`src/rtl/am_demodulator.sv`:
```
// Envelope demodulator: per lrclk frame, rectify, one-pole leaky integrate,
// remove DC offset and apply a signed Q1.(BITSIZE-1) gain.
module am_demodulator #(
  parameter int BITSIZE = 16,
  parameter int K       = 4
) (
  input  logic                      bclk,
  input  logic                      reset,
  input  logic                      lrclk,
  input  logic signed [BITSIZE-1:0] in,
  input  logic signed [BITSIZE-1:0] offset,
  input  logic signed [BITSIZE-1:0] gain,
  output logic signed [BITSIZE-1:0] out,
  output logic                      out_valid,
  output logic                      overrun
);

  localparam int W  = BITSIZE;
  localparam int PW = 2 * W + 1;

  localparam logic signed [PW-1:0] SAT_HI = {{(W + 2){1'b0}}, {(W - 1){1'b1}}};
  localparam logic signed [PW-1:0] SAT_LO = {{(W + 2){1'b1}}, {(W - 1){1'b0}}};

  typedef enum logic [2:0] {
    S_IDLE   = 3'd0,
    S_RECT   = 3'd1,
    S_FILT   = 3'd2,
    S_SCALE  = 3'd3,
    S_OUTPUT = 3'd4
  } state_t;

  function automatic logic signed [W-1:0] saturate(input logic signed [PW-1:0] v);
    if (v > SAT_HI) begin
      saturate = {1'b0, {(W - 1){1'b1}}};
    end else if (v < SAT_LO) begin
      saturate = {1'b1, {(W - 1){1'b0}}};
    end else begin
      saturate = v[W-1:0];
    end
  endfunction

  state_t                state_q;
  logic                  lrclk_q;
  logic signed [W-1:0]   x_q;
  logic signed [W-1:0]   off_q;
  logic signed [W-1:0]   gain_q;
  logic        [W-2:0]   r_q;
  logic        [W-2:0]   env_q;
  logic signed [W-1:0]   scaled_q;
  logic signed [W-1:0]   out_q;
  logic                  out_valid_q;
  logic                  overrun_q;

  logic                  edge_s;
  logic        [W-1:0]   abs_s;
  logic        [W-2:0]   r_d;
  logic signed [W:0]     diff_s;
  logic signed [W:0]     env_sum_s;
  logic        [W-2:0]   env_d;
  logic signed [W:0]     d_s;
  logic signed [PW-1:0]  p_s;
  logic signed [W-1:0]   scaled_d;

  // Datapath for each processing stage; the FSM picks which result to keep.
  always_comb begin
    edge_s    = lrclk & ~lrclk_q;
    abs_s     = x_q[W-1] ? (~x_q + W'(1)) : x_q;
    if (abs_s[W-1]) begin
      r_d = {(W - 1){1'b1}};
    end else begin
      r_d = abs_s[W-2:0];
    end
    diff_s    = $signed({2'b00, r_q}) - $signed({2'b00, env_q});
    env_sum_s = $signed({2'b00, env_q}) + (diff_s >>> K);
    // Mathematically the sum never leaves 0..2^(W-1)-1; clamp anyway.
    if (env_sum_s[W]) begin
      env_d = {(W - 1){1'b0}};
    end else if (env_sum_s[W-1]) begin
      env_d = {(W - 1){1'b1}};
    end else begin
      env_d = env_sum_s[W-2:0];
    end
    d_s       = $signed({2'b00, env_q}) - $signed({off_q[W-1], off_q});
    p_s       = PW'(d_s) * PW'(gain_q);
    scaled_d  = saturate(p_s >>> (W - 1));
  end

  // Frame FSM with all state and registered outputs.
  always_ff @(posedge bclk or posedge reset) begin
    if (reset) begin
      state_q     <= S_IDLE;
      lrclk_q     <= 1'b0;
      x_q         <= {W{1'b0}};
      off_q       <= {W{1'b0}};
      gain_q      <= {W{1'b0}};
      r_q         <= {(W - 1){1'b0}};
      env_q       <= {(W - 1){1'b0}};
      scaled_q    <= {W{1'b0}};
      out_q       <= {W{1'b0}};
      out_valid_q <= 1'b0;
      overrun_q   <= 1'b0;
    end else begin
      lrclk_q     <= lrclk;
      out_valid_q <= 1'b0;
      case (state_q)
        S_IDLE: begin
          if (edge_s) begin
            x_q     <= in;
            off_q   <= offset;
            gain_q  <= gain;
            state_q <= S_RECT;
          end else begin
            state_q <= S_IDLE;
          end
        end
        S_RECT: begin
          r_q     <= r_d;
          state_q <= S_FILT;
        end
        S_FILT: begin
          env_q   <= env_d;
          state_q <= S_SCALE;
        end
        S_SCALE: begin
          scaled_q <= scaled_d;
          state_q  <= S_OUTPUT;
        end
        S_OUTPUT: begin
          out_q       <= scaled_q;
          out_valid_q <= 1'b1;
          state_q     <= S_IDLE;
        end
        default: begin
          state_q <= S_IDLE;
        end
      endcase
      if (edge_s && (state_q != S_IDLE)) begin
        overrun_q <= 1'b1;
      end
    end
  end

  assign out       = out_q;
  assign out_valid = out_valid_q;
  assign overrun   = overrun_q;

endmodule

```
`config.mk`:
```
export PLATFORM = sky130hd
export DESIGN_NAME = am_demodulator
export DESIGN_NICKNAME = d
export VERILOG_FILES = /design/src/rtl/am_demodulator.sv
export SDC_FILE = /design/constraint.sdc
export NUM_CORES = 1
export LEC_CHECK = 0
export BUFFER_PORTS_ARGS = -buffer_cell sky130_fd_sc_hd__buf_4
export CORE_MARGIN = 3
export CORE_UTILIZATION = 55
export CTS_BUF_LIST = sky130_fd_sc_hd__clkbuf_4
export DETAILED_ROUTE_END_ITERATION = 10
export PLACE_DENSITY = 0.7
export SLEW_MARGIN = 20
export SYNTH_ARGS = -nofsm -noshare
export SYNTH_HDL_FRONTEND = slang
export SYNTH_SLANG_ARGS = --single-unit
```
`constraint.sdc`:
```
create_clock -name bclk -period 11.1 [get_ports bclk]
set_clock_uncertainty 0.05 [all_clocks]
set_input_delay 0 -clock bclk [delete_from_list [all_inputs] [get_ports bclk]]
set_output_delay 0 -clock bclk [all_outputs]
set_load 0.02 [all_outputs]
```
==> impl_metrics.json <==
{
  "cp.required_ps": 11510,
  "routed_wl_mm": 38.41,
  "die_h_microns": 180.2,
  "ys_seq_area_share_pct": 17.40,
  "post-route-period-util_pct": 89.36,
  "grt_usage_pct": 24.60,
  "fp.dieW_microns": 180.2,
  "setup.worst_path.end_class": "flip-flop",
  "drc": 0,
  "slew_violations": 0,
  "num-nets-final": 2304,
  "netlist_top_cells_area": "fa_1 33%, dfrtp_1 17%, ha_1 9.5%",
  "yosys.cell_types.count": 65,
  "wl_per_cell_microns": 17.05,
  "postCtsSetupRepairBufs": 0,
  "clk_pin_slew_ps": 130,
  "htree_num_levels": 4,
  "area_delta_synth_final_pct": 10.28,
  "final_area_sq_mm": 0.01840,
  "firstDrtPassIters": 5,
  "cts_buffer_depth": 2,
  "clk_latency_ps": 550,
  "ios": 69,
  "cts_tree": "done",
  "root_buffer": "clkbuf_4",
  "cp_slowest_cell": "fa_1",
  "crit_top_cell": "fa_1",
  "gp_congestion": 0.8377,
  "numCtsBuffers": 17,
  "syn_area_sq_mm": 0.01668,
  "period_needed_ps": 9919,
  "worstSetupPathType": "reg2reg",
  "coreArea_sq_mm": 0.02980,
  "drv_cap": 0,
  "cts_resized": 0,
  "worst_pin_slew_ps": 986.8,
  "setup_violations": 0,
  "antenna_found_initial": 2,
  "max_slew_margin_pct": 33.89,
  "yosys_warnings": 0,
  "layout_commonest_cell": "inv_1",
  "vias_per_cell": 5.366,
  "path_max_fanout": 22,
  "synth.avg_cell_area_sq_um": 9.511,
  "postCtsHoldBufs": 50,
  "status": "finished clean",
  "synth_edf_count": 0,
  "grt_overflow_total": 0,
  "drtIter0Drc": 711,
  "num_rows": 63,
  "hold_class": "in2async",
  "ant_nets": 0,
  "cts.sinks": 116,
  "max_stage_delay_ps": 710,
  "ys_seq_elements": 116,
  "synthCells": 1754,
  "synth.top_cell.area_share_pct": 33.24,
  "placed_area_sq_mm": 0.01760,
  "tns_ps": 0,
  "dp_hpwl_mm": 30.24,
  "vias": 12090,
  "die_area_sq_mm": 0.03246,
  "synthArstFlopShare_pct": 100.0,
  "grt_pass1_vias": 13160,
  "synth_area_leader_cell": "fa_1",
  "drive_above_1_share_pct": 11.87,
  "crit_path_start_kind": "flip-flop",
  "rsz0062_at_grt": "false",
  "hold_viol_final": 0,
  "initial_core_util_pct": 55.99,
  "grt_max_degree": 62,
  "grt_pass1_wl_mm": 64.85,
  "synth-main-ff-cell": "dfrtp_1",
  "synthesis.nets": 2209,
  "final_util_pct": 61.75,
  "layout_common_cells": "357 x inv_1, 277 x fa_1, 180 x nand2_1",
  "critical_path_arrival_ps": 10320,
  "timing.fmax_ghz": 0.1008,
  "numPortBuffers": 68
}
==> through the flow <==
stage	std cells	worst slack, ps	hold WS (ps)
2_1_floorplan	1754	2504	-18.57
3_3_place_gp	2170	1496	71.67
3_5_place_dp	2170	1288	73.52
4_1_cts	2252	1194	29.09
5_1_grt	2253	488.3	42.63
6_report	2253	1181	60.78
==> registers in the layout, summed over array words and instances (netlist names) <==
name and cells:
gain_q 16, off_q 16, out 16, scaled_q 16
x_q 16, env_q 15, r_q 15, state_q 3
lrclk_q 1, out_valid 1, overrun 1
==> cell usage after synthesis (3+ instances only) <==
master	instances
nor3_1	11
o21ai_1	4
o21ai_0	49
a21boi_0	4
or3_1	13
nor2b_1	26
nand3_1	12
or2_2	3
a21oi_1	46
and2_1	102
a21o_1	16
a21oi_2	12
a211oi_1	9
nor2_1	88
o21bai_1	5
and3_1	5
nand4_1	3
mux2i_1	4
mux2_2	66
o21a_1	15
nand2_1	180
dfrtp_1	116
a311o_1	3
fa_1	277
and2b_1	3
ha_1	127
a31oi_1	4
buf_1	4
o31ai_1	7
clkbuf_1	50
inv_1	358
nand2_2	3
nand2b_1	22
xnor2_1	40
xor2_1	29
a211o_1	4
==> layout make-up <==
class	instances	area (sq um)
tap	390	488.0
clock inverter	14	145.1
multi-input combinational	1222	12250
sequential	116	2903
antenna	1	2.502
clock buffer	18	135.1
fill	2501	11400
inverter	358	1346
timing repair buffer	134	1131
==> logic make-up (layout without fill, tap and decap cells) <==
kind of cell,after synthesis,in the layout,synth area share (%)
AOI/OAI and AO/OA,193,193,7.733
xor gates and xnor gates,69,69,3.623
adders and majority gates,404,404,42.77
buffers and inverters,416,524,9.495
DFF,116,116,17.40
muxes,70,70,4.695
other,0,1,0
and+or+nand+nor,486,486,14.29
==> metal layers <==
layer	vias to the layer above	track usage [%]	share of wire [%]
met4	0	8.566	3.4
met3	77	3.734	4.6
met2	310	42.47	51
met5	-	0	0
met1	6098	31.83	41
li1	5604	-	-
==> final timing paths <==
kind                            cells past startpoint  slack [ps]           end  startpoint
worst max-delay path                               33        1180  scaled_q[13]    env_q[0]
worst min-delay path                                3          60        x_q[8]       reset
worst max register to register                     33        1180  scaled_q[13]    env_q[0]
worst min register to register                      2         460       r_q[13]     r_q[13]
max in group asynchronous                           4        9690    gain_q[12]       reset
min in group bclk                                   2          70       lrclk_q       lrclk
==> worst max-delay path: cells and delay by family, from the launching register on <==
family | cells | cell delay, ps
AOI/OAI and AO/OA | 15 | 3950
adders and majority gates | 9 | 3930
buffers and inverters | 4 | 310
DFF | 1 | 440
and+or+nand+nor | 5 | 1130
Power is left out: the tool's default activity adds up to more than one toggle a clock period on the data nets, which glitch-free logic cannot reach.
